**config.mk**
```make
export PLATFORM = sky130hd
export DESIGN_NAME = bsg_link_pearl_prbs_tester
export DESIGN_NICKNAME = d
export VERILOG_FILES = /design/src/rtl/bsg_link_pearl_prbs_tester.sv
export SDC_FILE = /design/constraint.sdc
export NUM_CORES = 1
export LEC_CHECK = 0
export BUFFER_PORTS_ARGS = -buffer_cell sky130_fd_sc_hd__buf_2
export CAP_MARGIN = 20
export CORE_AREA = 2 2 232 234
export CTS_CLUSTER_DIAMETER = 40
export DETAILED_ROUTE_END_ITERATION = 8
export DIE_AREA = 0 0 234 236
export PLACE_DENSITY = 0.44
export SLEW_MARGIN = 10
export SYNTH_ARGS = -nofsm -noshare
export SYNTH_HDL_FRONTEND = slang
export SYNTH_SLANG_ARGS = --single-unit
```
**constraint.sdc**
```tcl
create_clock -name clk_i -period 12.3 [get_ports clk_i]
set_input_delay 0.615 -clock clk_i [delete_from_list [all_inputs] [get_ports clk_i]]
set_output_delay 0.615 -clock clk_i [all_outputs]
set_load 0.01 [all_outputs]
```
**src/rtl/bsg_link_pearl_prbs_tester.sv**
```systemverilog
// ----------------------------------------------------------------------------
// bsg_link_pearl_prbs_tester
//
// Core-side PRBS traffic generator and checker for the DDR link pearl. The TX
// side drives a PRBS stream into the pearl core uplink. The RX side consumes
// the pearl core downlink and compares it against an identical PRBS. It is
// used for link bring-up, delay-line sweeps and loopback BIST.
//
// Ports
//   clk_i, reset_i        core clock, asynchronous active-high reset
//   start_i, num_words_i  begin a run of num_words_i words (IDLE/DONE only)
//   data_o, v_o           TX word/valid       -> pearl core_data_i / core_v_i
//   ready_and_i           TX ready            <- pearl core_ready_and_o
//   data_i, v_i           RX word/valid       <- pearl core_data_o / core_v_o
//   yumi_o                RX consume          -> pearl core_yumi_i
//   busy_o, done_o        run in progress / run finished
//   timeout_o             run aborted by RX idle timeout (sticky per run)
//   err_cnt_o             mismatched RX words (saturating)
//   first_err_idx_o       RX index of the first mismatch
//   tx_cnt_o, rx_cnt_o    TX / RX handshakes this run
// ----------------------------------------------------------------------------
module bsg_link_pearl_prbs_tester #(
    parameter int          width_p       = 64,
    parameter int          count_width_p = 32,
    parameter logic [31:0] seed_p        = 32'h1,
    parameter int          timeout_p     = 1024
) (
    input  logic                     clk_i,
    input  logic                     reset_i,
    input  logic                     start_i,
    input  logic [count_width_p-1:0] num_words_i,
    output logic [width_p-1:0]       data_o,
    output logic                     v_o,
    input  logic                     ready_and_i,
    input  logic [width_p-1:0]       data_i,
    input  logic                     v_i,
    output logic                     yumi_o,
    output logic                     busy_o,
    output logic                     done_o,
    output logic                     timeout_o,
    output logic [count_width_p-1:0] err_cnt_o,
    output logic [count_width_p-1:0] first_err_idx_o,
    output logic [count_width_p-1:0] tx_cnt_o,
    output logic [count_width_p-1:0] rx_cnt_o
);

    localparam int rep_lp     = width_p / 32;
    localparam int timer_w_lp = $clog2(timeout_p + 1);

    localparam logic [count_width_p-1:0] cnt_one_lp    = count_width_p'(1);
    localparam logic [timer_w_lp-1:0]    timer_one_lp  = timer_w_lp'(1);
    // Timer value in the last idle cycle before the abort takes effect.
    localparam logic [timer_w_lp-1:0]    timer_last_lp = timer_w_lp'(timeout_p - 1);

    typedef enum logic [1:0] {
        S_IDLE = 2'd0,
        S_RUN  = 2'd1,
        S_DONE = 2'd2
    } state_e;

    // 32-bit Fibonacci LFSR step.
    function automatic logic [31:0] f_lfsr_next(input logic [31:0] s);
        f_lfsr_next = {s[30:0], s[31] ^ s[21] ^ s[1] ^ s[0]};
    endfunction

    function automatic logic [width_p-1:0] f_rep(input logic [31:0] s);
        f_rep = {rep_lp{s}};
    endfunction

    state_e                   r_state;
    state_e                   w_state_nxt;
    logic [count_width_p-1:0] r_num;
    logic [31:0]              r_tx_lfsr;
    logic [31:0]              r_rx_lfsr;
    logic [width_p-1:0]       r_data;
    logic [count_width_p-1:0] r_tx_cnt;
    logic [count_width_p-1:0] r_rx_cnt;
    logic [count_width_p-1:0] r_err_cnt;
    logic [count_width_p-1:0] r_first_err_idx;
    logic                     r_timeout;
    logic [timer_w_lp-1:0]    r_idle_timer;

    logic                     w_run;
    logic                     w_start;
    logic                     w_tx_hs;
    logic                     w_rx_hs;
    logic                     w_rx_pending;
    logic                     w_mismatch;
    logic                     w_timeout_hit;
    logic [count_width_p-1:0] w_tx_cnt_nxt;
    logic [count_width_p-1:0] w_rx_cnt_nxt;

    assign w_run        = (r_state == S_RUN);
    assign w_start      = start_i && !w_run;
    assign w_rx_pending = w_run && (r_rx_cnt < r_num);
    assign w_tx_hs      = v_o && ready_and_i;
    assign w_rx_hs      = yumi_o;
    assign w_mismatch   = w_rx_hs && (data_i != f_rep(r_rx_lfsr));
    assign w_tx_cnt_nxt = w_tx_hs ? r_tx_cnt + cnt_one_lp : r_tx_cnt;
    assign w_rx_cnt_nxt = w_rx_hs ? r_rx_cnt + cnt_one_lp : r_rx_cnt;
    assign w_timeout_hit = w_rx_pending && !w_rx_hs && (r_idle_timer == timer_last_lp);

    // ---------------------------------------------------------------- state
    always_ff @(posedge clk_i or posedge reset_i) begin
        if (reset_i) begin
            r_state <= S_IDLE;
        end else begin
            r_state <= w_state_nxt;
        end
    end

    // ----------------------------------------------------------- next state
    // Completion looks at the post-handshake counts so done_o rises the cycle
    // right after the last handshake (and num=0 spends exactly one cycle in RUN).
    always_comb begin
        // NOTE: every combinational output gets a default first so no path can infer a latch.
        w_state_nxt = r_state;
        case (r_state)
            S_IDLE:  if (w_start) w_state_nxt = S_RUN;
            S_RUN:   if (w_timeout_hit ||
                         ((w_tx_cnt_nxt == r_num) && (w_rx_cnt_nxt == r_num)))
                         w_state_nxt = S_DONE;
            S_DONE:  if (w_start) w_state_nxt = S_RUN;
            default: w_state_nxt = S_IDLE;
        endcase
    end

    // -------------------------------------------------------------- outputs
    // v_o depends only on registers; yumi_o is intentionally combinational
    // from v_i so a word is consumed in the cycle it is presented.
    always_comb begin
        busy_o = w_run;
        done_o = (r_state == S_DONE);
        v_o    = w_run && (r_tx_cnt < r_num);
        yumi_o = v_i && w_rx_pending;
    end

    // ------------------------------------------------------------- datapath
    always_ff @(posedge clk_i or posedge reset_i) begin
        if (reset_i) begin
            // NOTE: sequential state uses non-blocking assignments so every register samples pre-edge values.
            r_num           <= '0;
            r_tx_lfsr       <= seed_p;
            r_rx_lfsr       <= seed_p;
            r_data          <= '0;
            r_tx_cnt        <= '0;
            r_rx_cnt        <= '0;
            r_err_cnt       <= '0;
            r_first_err_idx <= '0;
            r_timeout       <= 1'b0;
            r_idle_timer    <= '0;
        end else if (w_start) begin
            r_num           <= num_words_i;
            r_tx_lfsr       <= seed_p;
            r_rx_lfsr       <= seed_p;
            r_data          <= f_rep(seed_p);
            r_tx_cnt        <= '0;
            r_rx_cnt        <= '0;
            r_err_cnt       <= '0;
            r_first_err_idx <= '0;
            r_timeout       <= 1'b0;
            r_idle_timer    <= '0;
        end else begin
            // TX: data_o always shows the LFSR word currently offered, so it
            // holds steady through any stall.
            if (w_tx_hs) begin
                r_tx_lfsr <= f_lfsr_next(r_tx_lfsr);
                r_data    <= f_rep(f_lfsr_next(r_tx_lfsr));
                r_tx_cnt  <= w_tx_cnt_nxt;
            end

            if (w_rx_hs) begin
                r_rx_lfsr <= f_lfsr_next(r_rx_lfsr);
                r_rx_cnt  <= w_rx_cnt_nxt;
            end

            if (w_mismatch) begin
                if (r_err_cnt == '0) r_first_err_idx <= r_rx_cnt;
                if (r_err_cnt != '1) r_err_cnt <= r_err_cnt + cnt_one_lp;
            end

            // Idle timer only runs while an RX word is still owed.
            if (w_rx_hs) begin
                r_idle_timer <= '0;
            end else if (w_rx_pending) begin
                r_idle_timer <= r_idle_timer + timer_one_lp;
            end

            if (w_timeout_hit) r_timeout <= 1'b1;
        end
    end

    assign data_o          = r_data;
    assign timeout_o       = r_timeout;
    assign err_cnt_o       = r_err_cnt;
    assign first_err_idx_o = r_first_err_idx;
    assign tx_cnt_o        = r_tx_cnt;
    assign rx_cnt_o        = r_rx_cnt;

endmodule

```
==> qor.csv <==
metric;value;unit
post_cts_buffers;0;
syn_avg_cell_area;8.39;um2
finalCritPeriodShare;41.9;%
antennaDiodeCount;0;
clock_skew;0.0342;ns
antenna_found_initial;0;
cts_resized;0;
drtIter0Drc;1015;
dp_hpwl;43.5;mm
vdd_drop_max;0.108;mV
syn-num-nets;2033;
yosysSeqAreaShare;38.2;%
ys_types;86;
worst_ep_arrival_time;4.53;ns
fin_nets;2234;
power.density;152;nW/um2
synth.top_cell.area_share;37.9;%
critPathRequiredTime;11.69;ns
wirelength;59.3;mm
path_common_cell;buf_4;
fmax;0.194;GHz
final_cell_area;19300;um2
cts_buffer_depth;3;
grtUsageMet3;3.90;%
grt_pass1_vias;14300;
path_cells;inv_1 -> ha_1 -> nand4_1 -> or4_1 -> nor2_1 -> o41ai_4 -> nand2_2 -> buf_4 -> inv_2 -> buf_4 -> buf_2;
synth_area;15700;um2
grtUsageMet1;30.3;%
io_pins;298;
crit_type;flip-flop to output pin;
start_util;29.5;%
grt_max_degree;130;
p_leak;9.33;nW
status;complete, no violations;
ant_nets;0;
clock-sinks;239;
setup_viol;0;
fp.dieArea;55200;um2
cts_buffers;57;
max_slew_margin;32.1;%
drc;0;
finalMaxSlewViolations;0;
cts_tree;built;
endpoint_kind;output pin;
drive_gt1_share;21.6;%
die_h;236;um
htree_levels;2;
vias_per_cell;5.22;
wl_per_cell;21.1;um
cts.clk_slew.worst_paths;0.05;ns
grt_first_pass_wirelength;90.0;mm
floorplan.core_area;53100;um2
cts_hold_buf;0;
worst_setup_path_start_kind;flip-flop;
grt_overflow;0;
syn_inst;1865;
yosysTopAreaCell;dfrtp_1;
worstMarginPinSlew;1.01;ns
setup_tns;0;ns
clk_latency;0.63;ns
async_flop_share;100;%
hold_class;primary input to async pin;
chipWidth;234;um
rows;85;
synth_common_cells;nand2_1 (326), dfrtp_1 (237), o21ai_0 (152);
utilization;36.4;%
gr-usage-all-layers;21.2;%
yosysWarnings;0;
io_buffers;297;
cts_root_buf;clkbuf_16;
busiest_layer;met2;
grtUsageMet2;32.2;%
rsz0062_at_grt;no;
synth_most_common_cell;nand2_1;
cp_slowest_cell;nand2_2;
hold_viol;0;
synthFlopType;dfrtp_1;
place_congestion;0.887;
layout_min_cycle_time;5.15;ns
synth_edf_count;0;
crit_fanout;47;
placed_area;17200;um2
vias;14700;
ys_top_cells_by_area;dfrtp_1 (38%), nand2_1 (7.8%), ha_1 (5.4%);
dr.pass1.iters;5;
cap_violations;0;
area_delta_synth_final;23.3;%
ys_ff_latch;239;
max_stage_delay;0.63;ns
[state kept, by name (all words and copies together), names as in the netlist, 11 cells and up]
signal           cells
err_cnt_o           32
r_tx_lfsr           31
tx_cnt_o            32
first_err_idx_o     32
r_num               32
r_rx_lfsr           32
r_idle_timer        11
rx_cnt_o            32
[critical path, delay by kind of cell, from the launching register on]
kind	cells	cell delay, ns
AO/OA/AOI/OAI	1	0.24
buffers and inverters	5	1.17
AND/OR/NAND/NOR	4	1.67
flip-flops	1	0.46
adder cells (fa/ha/maj)	1	0.34
[cell usage in the layout, fill, tap and decap left out, types with 6 or more instances in the layout]
master / n
clkinv_4: 7
ha_1: 67
nand3_1: 126
xor2_1: 72
bufinv_16: 11
o31ai_1: 27
nand2b_1: 6
nor2_1: 123
o22ai_1: 12
buf_4: 13
dfrtp_1: 237
nand4_1: 49
clkbuf_1: 6
and4_1: 11
nor3_1: 47
mux2i_1: 14
clkinvlp_4: 10
a211oi_1: 14
o211ai_1: 6
xnor2_1: 84
inv_1: 54
nor4b_1: 6
nor4_1: 17
or3_1: 20
buf_2: 297
a21o_1: 12
and3_1: 36
a21oi_1: 47
nand2_1: 325
clkbuf_16: 57
o21ai_0: 152
and2_1: 14
a31oi_1: 9
[path summary, 6_finish.rpt]
| check | from | endpoint | slack (ns) | cells past startpoint |
|---|---|---|---|---|
| worst min register to register | first_err_idx_o[13] | first_err_idx_o[13] | 0.48 | 2 |
| worst max register to register | r_num[27] | r_state[0] | 7.27 | 16 |
| max in group asynchronous | reset_i | rx_cnt_o[8] | 10.81 | 3 |
| worst max-delay path | r_num[27] | yumi_o | 7.15 | 11 |
| min in group clk_i | num_words_i[5] | r_num[5] | 0.21 | 3 |
| worst min-delay path | reset_i | r_tx_lfsr[26] | 0.16 | 2 |
[through the flow]
step           total power, mW  cells  setup WS, ns  hold WS (ns)
3_5_place_dp              1.31   2702          7.30         0.466
4_1_cts                   2.97   2806          7.09         0.170
3_3_place_gp              1.31   2702          7.33         0.460
6_report                  2.93   2807          7.15         0.157
2_1_floorplan             1.15   1865          5.13         0.451
5_1_grt                   3.05   2807          6.91         0.214
[where the power goes]
part	switching [mW]	total (mW)	internal [mW]
clock	0.535	1.63	1.10
combinational	0.225	0.369	0.144
sequential	0.103	0.934	0.830
total	0.863	2.93	2.07
[per-layer routing]
layer	share of wire (%)	wire, um
met1	46	27200
met2	45	26700
met3	6.3	3740
met4	2.7	1630
met5	0	0
[final cells by class]
cell class | count | area (um2)
flip-flops and latches | 239 | 5980
well taps | 696 | 871
fillers | 5529 | 33800
clock inverters | 39 | 587
inverters | 57 | 221
clock buffers | 65 | 1480
multi-input cells | 1399 | 8540
repair buffers | 312 | 1620
[cell families (layout without fill, tap and decap cells)]
kind of cell	after synthesis	count (layout)	share of synthesized area, %
XOR/XNOR	156	156	8.73
flip-flops	239	239	38.2
AND/OR/NAND/NOR	814	814	25.0
adder cells (fa/ha/maj)	67	67	5.36
multiplexers	20	20	1.33
buffers and inverters	227	473	7.45
AO/OA/AOI/OAI	342	342	13.9
Power figures use the tool's default switching activity.
